--- src/rtl/nrf_spi_responder.sv ---
// SPI mode-0 target emulating a subset of the nRF24L01 command set (register file + payload FIFO).
// Optional irq_n output is enabled by defining NRF_RESP_IRQ_EN.
module nrf_spi_responder #(
    parameter int unsigned REG_COUNT   = 8,
    parameter int unsigned FIFO_DEPTH  = 32,
    parameter int unsigned SYNC_STAGES = 2
) (
    input  logic                        clk_10,
    input  logic                        rst,
    input  logic                        sck,
    input  logic                        csn,
    input  logic                        mosi,
    output logic                        miso,
    output logic                        miso_oe,
    output logic                        cmd_strobe,
    output logic [7:0]                  cmd_byte,
    output logic [$clog2(FIFO_DEPTH):0] fifo_count,
    output logic                        fifo_ovf
`ifdef NRF_RESP_IRQ_EN
    ,
    output logic                        irq_n
`endif
);

    localparam int unsigned AW = $clog2(FIFO_DEPTH);
    localparam logic [AW:0] FifoFull = (AW + 1)'(FIFO_DEPTH);

    typedef enum logic [2:0] {
        StIdle, StCmd, StDataR, StDataW, StPayR, StPayW, StIgnore
    } state_e;

    state_e                 state_q, state_d;
    logic [SYNC_STAGES-1:0] sck_sync_q, csn_sync_q, mosi_sync_q;
    logic                   sck_prev_q, csn_prev_q;
    logic [2:0]             bit_cnt_q, bit_cnt_d;
    logic [6:0]             rx_shift_q, rx_shift_d;
    logic [7:0]             tx_shift_q, tx_shift_d;
    logic                   miso_q, miso_d, miso_oe_q, miso_oe_d;
    logic                   cmd_strobe_q, cmd_strobe_d;
    logic [7:0]             cmd_byte_q, cmd_byte_d;
    logic [4:0]             addr_q, addr_d;
    logic                   wr_done_q, wr_done_d;
    logic [AW-1:0]          wr_ptr_q, wr_ptr_d, rd_ptr_q, rd_ptr_d;
    logic [AW:0]            count_q, count_d;
    logic                   ovf_q, ovf_d;
    logic [7:0]             fifo_mem_q [FIFO_DEPTH];
    logic [7:0]             reg_q [REG_COUNT];

    logic       sck_s, csn_s, mosi_s, sck_rise, sck_fall, csn_fall, csn_rise;
    logic       not_empty, want_pop, want_push, push, reg_we;
    logic [7:0] rx_byte, tx_load, rd_data, status;
    logic [4:0] rd_addr;

    assign sck_s    = sck_sync_q[SYNC_STAGES-1];
    assign csn_s    = csn_sync_q[SYNC_STAGES-1];
    assign mosi_s   = mosi_sync_q[SYNC_STAGES-1];
    assign sck_rise = sck_s & ~sck_prev_q;
    assign sck_fall = ~sck_s & sck_prev_q;
    assign csn_fall = ~csn_s & csn_prev_q;
    assign csn_rise = csn_s & ~csn_prev_q;

    // csn chain resets low so a csn already low at reset release never looks like a fall.
    always_ff @(posedge clk_10 or posedge rst) begin
        if (rst) begin
            sck_sync_q  <= '0;
            csn_sync_q  <= '0;
            mosi_sync_q <= '0;
            sck_prev_q  <= 1'b0;
            csn_prev_q  <= 1'b0;
        end else begin
            sck_sync_q  <= {sck_sync_q[SYNC_STAGES-2:0], sck};
            csn_sync_q  <= {csn_sync_q[SYNC_STAGES-2:0], csn};
            mosi_sync_q <= {mosi_sync_q[SYNC_STAGES-2:0], mosi};
            sck_prev_q  <= sck_s;
            csn_prev_q  <= csn_s;
        end
    end

    assign not_empty = (count_q != '0);
    assign status    = {1'b0, not_empty, 2'b00, not_empty ? 3'b000 : 3'b111, count_q == FifoFull};
    assign rx_byte   = {rx_shift_q, mosi_s};
    assign rd_addr   = (state_q == StCmd) ? rx_byte[4:0] : addr_q;

    always_comb begin
        rd_data = 8'h00;
        for (int i = 0; i < REG_COUNT; i++) begin
            if (rd_addr == 5'(i)) rd_data = reg_q[i];
        end
    end

    always_comb begin
        state_d      = state_q;
        bit_cnt_d    = bit_cnt_q;
        rx_shift_d   = rx_shift_q;
        tx_shift_d   = tx_shift_q;
        miso_d       = miso_q;
        miso_oe_d    = miso_oe_q;
        cmd_strobe_d = 1'b0;
        cmd_byte_d   = cmd_byte_q;
        addr_d       = addr_q;
        wr_done_d    = wr_done_q;
        wr_ptr_d     = wr_ptr_q;
        rd_ptr_d     = rd_ptr_q;
        count_d      = count_q;
        ovf_d        = ovf_q;
        tx_load      = 8'h00;
        want_pop     = 1'b0;
        want_push    = 1'b0;
        push         = 1'b0;
        reg_we       = 1'b0;

        if (csn_fall) begin
            state_d    = StCmd;
            bit_cnt_d  = 3'd0;
            miso_d     = status[7];
            tx_shift_d = {status[6:0], 1'b0};
            miso_oe_d  = 1'b1;
        end else if (state_q != StIdle) begin
            if (sck_rise) begin
                rx_shift_d = rx_byte[6:0];
                bit_cnt_d  = bit_cnt_q + 3'd1;
                if (bit_cnt_q == 3'd7) begin
                    case (state_q)
                        StCmd: begin
                            cmd_strobe_d = 1'b1;
                            cmd_byte_d   = rx_byte;
                            addr_d       = rx_byte[4:0];
                            state_d      = StIgnore;
                            if (rx_byte[7:5] == 3'b000) begin
                                state_d = StDataR;
                                tx_load = rd_data;
                            end else if (rx_byte[7:5] == 3'b001) begin
                                state_d   = StDataW;
                                wr_done_d = 1'b0;
                            end else if (rx_byte == 8'h61) begin
                                state_d  = StPayR;
                                want_pop = 1'b1;
                            end else if (rx_byte == 8'hA0) begin
                                state_d = StPayW;
                            end else if (rx_byte == 8'hE1 || rx_byte == 8'hE2) begin
                                count_d  = '0;
                                rd_ptr_d = wr_ptr_q;
                                ovf_d    = 1'b0;
                            end
                        end
                        StDataR: tx_load = rd_data;
                        StDataW: begin
                            reg_we    = ~wr_done_q;
                            wr_done_d = 1'b1;
                        end
                        StPayR:  want_pop = 1'b1;
                        StPayW:  want_push = 1'b1;
                        default: ;
                    endcase
                    tx_shift_d = tx_load;
                end
            end else if (sck_fall) begin
                miso_d     = tx_shift_q[7];
                tx_shift_d = {tx_shift_q[6:0], 1'b0};
            end
            // A boundary coinciding with csn rise has already been committed above.
            if (csn_rise) begin
                state_d   = StIdle;
                miso_d    = 1'b0;
                miso_oe_d = 1'b0;
            end
        end

        if (want_pop && not_empty) begin
            tx_load    = fifo_mem_q[rd_ptr_q];
            tx_shift_d = tx_load;
            rd_ptr_d   = rd_ptr_q + 1'b1;
            count_d    = count_q - 1'b1;
        end
        if (want_push) begin
            if (count_q == FifoFull) begin
                ovf_d = 1'b1;
            end else begin
                push     = 1'b1;
                wr_ptr_d = wr_ptr_q + 1'b1;
                count_d  = count_q + 1'b1;
            end
        end
    end

    always_ff @(posedge clk_10 or posedge rst) begin
        if (rst) begin
            state_q      <= StIdle;
            bit_cnt_q    <= 3'd0;
            rx_shift_q   <= 7'd0;
            tx_shift_q   <= 8'h00;
            miso_q       <= 1'b0;
            miso_oe_q    <= 1'b0;
            cmd_strobe_q <= 1'b0;
            cmd_byte_q   <= 8'h00;
            addr_q       <= 5'd0;
            wr_done_q    <= 1'b0;
            wr_ptr_q     <= '0;
            rd_ptr_q     <= '0;
            count_q      <= '0;
            ovf_q        <= 1'b0;
        end else begin
            state_q      <= state_d;
            bit_cnt_q    <= bit_cnt_d;
            rx_shift_q   <= rx_shift_d;
            tx_shift_q   <= tx_shift_d;
            miso_q       <= miso_d;
            miso_oe_q    <= miso_oe_d;
            cmd_strobe_q <= cmd_strobe_d;
            cmd_byte_q   <= cmd_byte_d;
            addr_q       <= addr_d;
            wr_done_q    <= wr_done_d;
            wr_ptr_q     <= wr_ptr_d;
            rd_ptr_q     <= rd_ptr_d;
            count_q      <= count_d;
            ovf_q        <= ovf_d;
        end
    end

    always_ff @(posedge clk_10 or posedge rst) begin
        if (rst) begin
            for (int i = 0; i < REG_COUNT; i++) begin
                reg_q[i] <= (i == 0) ? 8'h08 : (i == 5) ? 8'h02 : 8'h00;
            end
        end else if (reg_we) begin
            for (int i = 0; i < REG_COUNT; i++) begin
                if (addr_q == 5'(i)) reg_q[i] <= rx_byte;
            end
        end
    end

    always_ff @(posedge clk_10) begin
        if (push) fifo_mem_q[wr_ptr_q] <= rx_byte;
    end

`ifdef NRF_RESP_IRQ_EN
    logic irq_clr_q, irq_clr_d, irq_n_q, irq_n_d;

    always_comb begin
        irq_clr_d = irq_clr_q;
        if (push) begin
            irq_clr_d = 1'b0;
        end else if (reg_we && addr_q == 5'd7 && rx_byte[6]) begin
            irq_clr_d = 1'b1;
        end
        irq_n_d = (count_d == '0) || irq_clr_d;
    end

    always_ff @(posedge clk_10 or posedge rst) begin
        if (rst) begin
            irq_clr_q <= 1'b0;
            irq_n_q   <= 1'b1;
        end else begin
            irq_clr_q <= irq_clr_d;
            irq_n_q   <= irq_n_d;
        end
    end

    assign irq_n = irq_n_q;
`endif

    assign miso       = miso_q;
    assign miso_oe    = miso_oe_q;
    assign cmd_strobe = cmd_strobe_q;
    assign cmd_byte   = cmd_byte_q;
    assign fifo_count = count_q;
    assign fifo_ovf   = ovf_q;

endmodule

--- config.mk ---
export PLATFORM = sky130hd
export DESIGN_NAME = nrf_spi_responder
export DESIGN_NICKNAME = d
export VERILOG_FILES = /design/src/rtl/nrf_spi_responder.sv
export SDC_FILE = /design/constraint.sdc
export NUM_CORES = 1
export LEC_CHECK = 0
export BUFFER_PORTS_ARGS = -buffer_cell sky130_fd_sc_hd__buf_2
export CORE_MARGIN = 10
export CORE_UTILIZATION = 48
export DETAILED_ROUTE_END_ITERATION = 6
export SLEW_MARGIN = 20
export SYNTH_ARGS = -nofsm -noshare
export SYNTH_HDL_FRONTEND = slang
export SYNTH_SLANG_ARGS = --single-unit
--- constraint.sdc ---
create_clock -name clk_10 -period 7 [get_ports clk_10]
set_input_delay 0.7 -clock clk_10 [delete_from_list [all_inputs] [get_ports clk_10]]
set_output_delay 0.7 -clock clk_10 [all_outputs]
set_load 0.01 [all_outputs]
==> flow_summary.toml, run 1 <==
[run_status]
status = "complete, no violations"

[sta]
finalCritPeriodShare_pct = 53.3
timing.fmax_mhz = 268
relSlewSlack_pct = 39.0
rsz0062_at_grt = "no"
whs_ns = 0.242
fin_skew_ns = 0.0191
setup_violations = 0
hold_violations = 0
maxSlewViolCount = 0
period_needed_ns = 3.73
worst_pin_slew_ns = 0.907
tns_ns = 0

[clock_tree]
holdBufCountCts = 0
cts_root_buffer = "clkbuf_16"
cts_buffer_depth = 3
h-tree-depth = 2
post_cts_buffers = 0
cts.clk_slew.worst_paths_ns = 0.06
cts_tree = "built"
insertion_delay_ns = 0.54
cts_buffers = 41
cts_resized = 0
cts.sinks = 383

[finish]
drive_gt1_share_pct = 25.5
fin_nets = 1078
area_growth_pct = 12.5
fillers = 2703
diodes = 0
fin_cells = 1539

[routing]
post_drt_wl_per_cell_um = 24.3
drt-vias-per-instance = 5.93
ant_nets = 0
firstDrtPassIters = 5
totalWireLength_mm = 37.4
met1Wirelength_mm = 17.5
top_layer = "met4"
post-route-drc-count = 0
vias = 9131
drt-initial-drc-count = 694
met2_length_mm = 16.7
route.met3.wl_mm = 2.57

[global_route]
gr-total-overflow = 0
grt_pass1_wl_mm = 57.8
grtUsageTotal_pct = 18.0
grt_max_degree = 66
grt_pass1_vias = 9164
antenna_found_initial = 0

[setup_path]
cpPeakStageDelay_ns = 0.81
cp_max_fo = 17
critPathLaunch = "csn_sync_q[1]"
crit_family = "simple AND/OR/NAND/NOR gates"
critPathArrivalTime_ns = 3.88
cp_common_cell = "nor2_1"
path_buf_inv = 2
crit_chain = "inv_1 > ha_1 > and3b_1 > nand4b_1 > nor2_1 > buf_4 > nand2_1 > nor2_1"
worst_ep_required_time_ns = 7.15
path_class = "reg -> reg"
worst_setup_path_end_kind = "register"
critical_path.slowest_cell = "nor2_1"
reg2reg_from = "csn_sync_q[1]"
startpoint_type = "register"
r2r_slack_ns = 3.27

[placement]
placed_cells = 1465
io_buffers = 22
dp.final_hpwl_mm = 23.6
routabilityCongestion = 0.885

[floorplan]
die-area_um2 = 41900
chipWidth_um = 205
io_pins = 23
core.rowCount = 67
start_util_pct = 48.7
coreArea_um2 = 33600
die_h_um = 205

[flow_run]
timing.max_cap.violations = 0

[pwr]
max-vdd-ir-drop_mv = 0.215
powerDensity_nw_per_um2 = 312
p_leak_uw = 0.00685

[synthesis]
ys_ff_latch = 383
syn-num-nets = 1050
async_flop_share_pct = 33.2
ys_types = 72
synth_ff_type = "edfxtp_1"
syn_inst = 1032
syn_area_um2 = 16400
ys_seq_area_share_pct = 66.4
synth_edf_count = 256
yosysWarnings = 0
synth.avg_cell_area_um2 = 15.8

[worst_hold_path]
hp-class = "in -> async"
## where the power goes
group	internal (uW)	switching (uW)
Sequential	2650	92.8
Clock	1450	886
Combinational	176	497
## logic make-up (layout without fill, tap and decap cells)
| family | count (synthesis) | count (layout) | synth area share (%) |
|---|---|---|---|
| xor gates and xnor gates | 6 | 6 | 0.321 |
| DFF | 383 | 383 | 66.4 |
| and+or+nand+nor | 248 | 248 | 7.41 |
| muxes | 181 | 181 | 17.6 |
| AOI/OAI and AO/OA | 127 | 127 | 5.35 |
| buffers and inverters | 74 | 133 | 1.89 |
| adders and majority gates | 13 | 13 | 0.994 |
## flip-flops by register name, indices dropped and copies added, names as in the netlist, 2 cells and up
register     cells
bit_cnt_q        3
rd_ptr_q         5
reg_q           64
fifo_count       6
addr_q           5
wr_ptr_q         5
csn_sync_q       2
rx_shift_q       7
fifo_mem_q     256
state_q          3
cmd_byte         8
tx_shift_q       8
sck_sync_q       2
mosi_sync_q      2
## final cells by class
class,count,area (um2),share of cell area (%)
flip-flops and latches,383,10900,59.1
clock inverters,27,408,2.22
multi-input cells,575,5180,28.2
well taps,448,561,3.05
repair buffers,39,238,1.29
clock buffers,47,1050,5.70
inverters,20,80.1,0.435
## cell usage after synthesis (4+ instances only)
| master | n | area (um2) |
|---|---|---|
| a211oi_1 | 5 | 37.5 |
| a21o_1 | 7 | 52.6 |
| a21oi_1 | 32 | 160 |
| a221oi_1 | 5 | 43.8 |
| and3_1 | 6 | 37.5 |
| buf_2 | 13 | 65.1 |
| clkbuf_1 | 36 | 135 |
| dfrtp_1 | 125 | 3130 |
| edfxtp_1 | 256 | 7690 |
| ha_1 | 13 | 163 |
| inv_1 | 17 | 63.8 |
| mux2_2 | 78 | 878 |
| mux2i_1 | 25 | 250 |
| mux4_2 | 77 | 1730 |
| nand2_1 | 83 | 312 |
| nand2b_1 | 6 | 37.5 |
| nand3_1 | 19 | 95.1 |
| nand3b_1 | 4 | 30.0 |
| nand4_1 | 5 | 31.3 |
| nor2_1 | 62 | 233 |
| nor2b_1 | 8 | 50.1 |
| nor3_1 | 16 | 80.1 |
| nor3b_1 | 6 | 45.0 |
| o21ai_0 | 24 | 120 |
| o221ai_1 | 4 | 35.0 |
| o31ai_1 | 5 | 37.5 |
| or3_1 | 7 | 43.8 |
| xnor2_1 | 4 | 35.0 |
## layout by cell type, fill, tap and decap left out, types with 4 or more instances in the layout
cell | Yosys | routed
nand2_1 | 83 | 83
clkinv_2 | 0 | 5
dfrtp_1 | 125 | 121
mux2_2 | 78 | 78
nand2b_1 | 6 | 6
nand3b_1 | 4 | 4
inv_1 | 17 | 16
a221oi_1 | 5 | 5
o21ai_0 | 24 | 24
nand4_1 | 5 | 5
and3_1 | 6 | 6
nor2_1 | 62 | 62
clkbuf_1 | 36 | 6
o221ai_1 | 4 | 4
clkbuf_16 | 0 | 41
buf_2 | 13 | 22
nor2b_1 | 8 | 8
mux2i_1 | 25 | 25
mux4_2 | 77 | 77
edfxtp_1 | 256 | 256
o31ai_1 | 5 | 5
a21o_1 | 7 | 7
nor3_1 | 16 | 16
nand3_1 | 19 | 19
xnor2_1 | 4 | 4
buf_4 | 0 | 17
clkinv_1 | 2 | 9
bufinv_16 | 0 | 10
a211oi_1 | 5 | 5
nor3b_1 | 6 | 5
a21oi_1 | 32 | 32
ha_1 | 13 | 13
or3_1 | 7 | 7
## per-layer routing
layer | up-vias | global-route usage [%]
li1 | 4076 | -
met1 | 4722 | 27.2
met2 | 286 | 26.2
met3 | 47 | 3.95
met4 | 0 | 3.94
met5 | - | 0
## per-stage QoR
stage,setup slack [ns],cell area [um2],util [%],power (uW)
floorplan,2.92,16400,-,3170
global route,3.01,18400,54.7,5960
detailed placement,3.28,16900,50.4,3460
finish,3.27,18400,54.7,5750
CTS,3.26,18400,54.7,5790
global placement,3.46,16900,50.4,3450
## path summary, 6_finish.rpt
kind,endpoint,depth (start not counted)
max,fifo_mem_q[31][7],8
min,sck_prev_q,2
max reg2reg,fifo_mem_q[31][7],8
min reg2reg,csn_sync_q[1],0
max in group asynchronous,rd_ptr_q[0],3
min in group clk_10,csn_sync_q[0],1
(Power assumes the default switching activity.)
==> run 2, diff against run 1 <==
PLACE_DENSITY = 0.66   (was default)
clock period = 3.3 ns   (was 7 ns; I/O delays follow)
==> run 2 against run 1 <==
Against the previous run: register-to-register slack got worse by 2.9 ns; non-clock buffer count rose by 59; routed wire length fell by 0.90%; largest cell class unchanged.
==> flow_summary.toml, run 2 (synthesized netlist as in run 1, its figures left out) <==
[run_status]
status = "complete, no violations"

[floorplan]
coreArea_um2 = 33600
die_h_um = 205
die-area_um2 = 41900
start_util_pct = 48.7
chipWidth_um = 205
core.rowCount = 67
io_pins = 23

[sta]
whs_ns = 0.345
hold_violations = 0
setup_violations = 0
maxSlewViolCount = 0
relSlewSlack_pct = 45.3
worst_pin_slew_ns = 0.819
rsz0062_at_grt = "no"
fin_skew_ns = 0.0269
timing.fmax_mhz = 338
fin_ws_ns = 0.346
period_needed_ns = 2.95
finalCritPeriodShare_pct = 89.5
tns_ns = 0

[placement]
io_buffers = 22
routabilityCongestion = 0.919
dp.final_hpwl_mm = 24.3
place_ws_ns = 0.420

[setup_path]
critPathArrivalTime_ns = 3.33
critical_path.slowest_cell = "or3b_1"
worst_setup_path_end_kind = "register"
cp_max_fo = 17
cpPeakStageDelay_ns = 0.69
startpoint_type = "register"
crit_chain = "or3b_1 > mux2i_2 > buf_4 > mux2i_1 > o21ai_0 > a211oi_1 > o221ai_1"
worst_ep_required_time_ns = 3.67
path_buf_inv = 1
path_class = "reg -> reg"
crit_family = "compound AO/OA/AOI/OAI gates"

[clock_tree]
h-tree-depth = 2
cts.sinks = 383
cts_buffer_depth = 3
cts_resized = 0
cts.clk_slew.worst_paths_ns = 0.06
cts_buffers = 39
insertion_delay_ns = 0.54
cts_root_buffer = "clkbuf_16"
cts_tree = "built"
post_cts_buffers = 0

[finish]
area_growth_pct = 14.4
final_core_utilization_pct = 55.7
drive_gt1_share_pct = 28.7
diodes = 0
top_register = "fifo_mem_q"
final_cell_mix = "edfxtp_1, dfrtp_1, nand2_1"
fin_nets = 1135
mostFrequentLayoutCell = "edfxtp_1"
reg_top3 = "fifo_mem_q x256, reg_q x64"
largest_reg_flops = 256

[global_route]
antenna_found_initial = 0
grt_pass1_wl_mm = 57.8
grt_max_degree = 52
gr-total-overflow = 0
grt_pass1_vias = 9439
grtUsageTotal_pct = 17.9

[routing]
top_layer = "met4"
met2_length_mm = 17.9
firstDrtPassIters = 5
post-route-drc-count = 0
ant_nets = 0
met1Wirelength_mm = 16.0
vias = 9420
drt-vias-per-instance = 5.91
route.met3.wl_mm = 2.36
post_drt_wl_per_cell_um = 23.2
drt-initial-drc-count = 825
totalWireLength_mm = 37.0

[pwr]
powerDensity_nw_per_um2 = 620
max-vdd-ir-drop_mv = 0.427
total_power_uw = 11600
p_leak_uw = 0.00709

[worst_hold_path]
hp-class = "reg -> reg"

[flow_run]
timing.max_cap.violations = 0
run 2: cell count changes in the layout (fill, tap and decap cells not counted), moves of 3 or more:
cell           delta
buf_4            +50
bufinv_16         -6
buf_12            +5
dlygate4sd3_1     +4
clkinv_2          +3
run 2: final cells by class:
class	count	area, um2
Inverter	20	78.8
Multi-Input combinational cell	575	5180
Clock inverter	22	228
Timing Repair Buffer	98	753
Tap cell	448	561
Clock buffer	49	1040
Fill cell	2629	14900
Sequential cell	383	10900
run 2: stage by stage:
step	std cells	area, um2
floorplan	1032	16400
global placement	1520	17400
detailed placement	1520	17400
CTS	1595	18700
global route	1595	18700
finish	1595	18700
run 2: per-layer routing:
layer,vias up,GRT usage [%]
met1,4860,25.2
met2,308,28.3
met5,-,0
li1,4200,-
met3,52,3.10
met4,0,4.95
run 2: path summary, 6_finish.rpt:
kind                               start       endpoint  slack (ns)  cells after the start
min in group asynchronous            rst   bit_cnt_q[2]        0.50                      3
setup reg to reg              state_q[0]  tx_shift_q[6]        0.35                      7
max in group asynchronous            rst      reg_q[59]        2.05                      4
setup / recovery              state_q[0]  tx_shift_q[6]        0.35                      7
hold / removal             sck_sync_q[0]  sck_sync_q[1]        0.35                      0
hold reg to reg            sck_sync_q[0]  sck_sync_q[1]        0.35                      0
run 2: report_power, final:
group	internal, uW	switching (uW)	leakage, uW	total (uW)
Sequential	5610	145	0.00407	5760
Combinational	421	1070	0.00240	1490
Clock	2570	1790	0.000621	4360
Total	8600	3010	0.00709	11600
run 2: what timing repair did:
action / 4_1_cts / 5_1_grt
endpoints found under the hold margin: 34 / 0
endpoints found under the setup margin: 0 / 0
hold buffers: 4 / 0
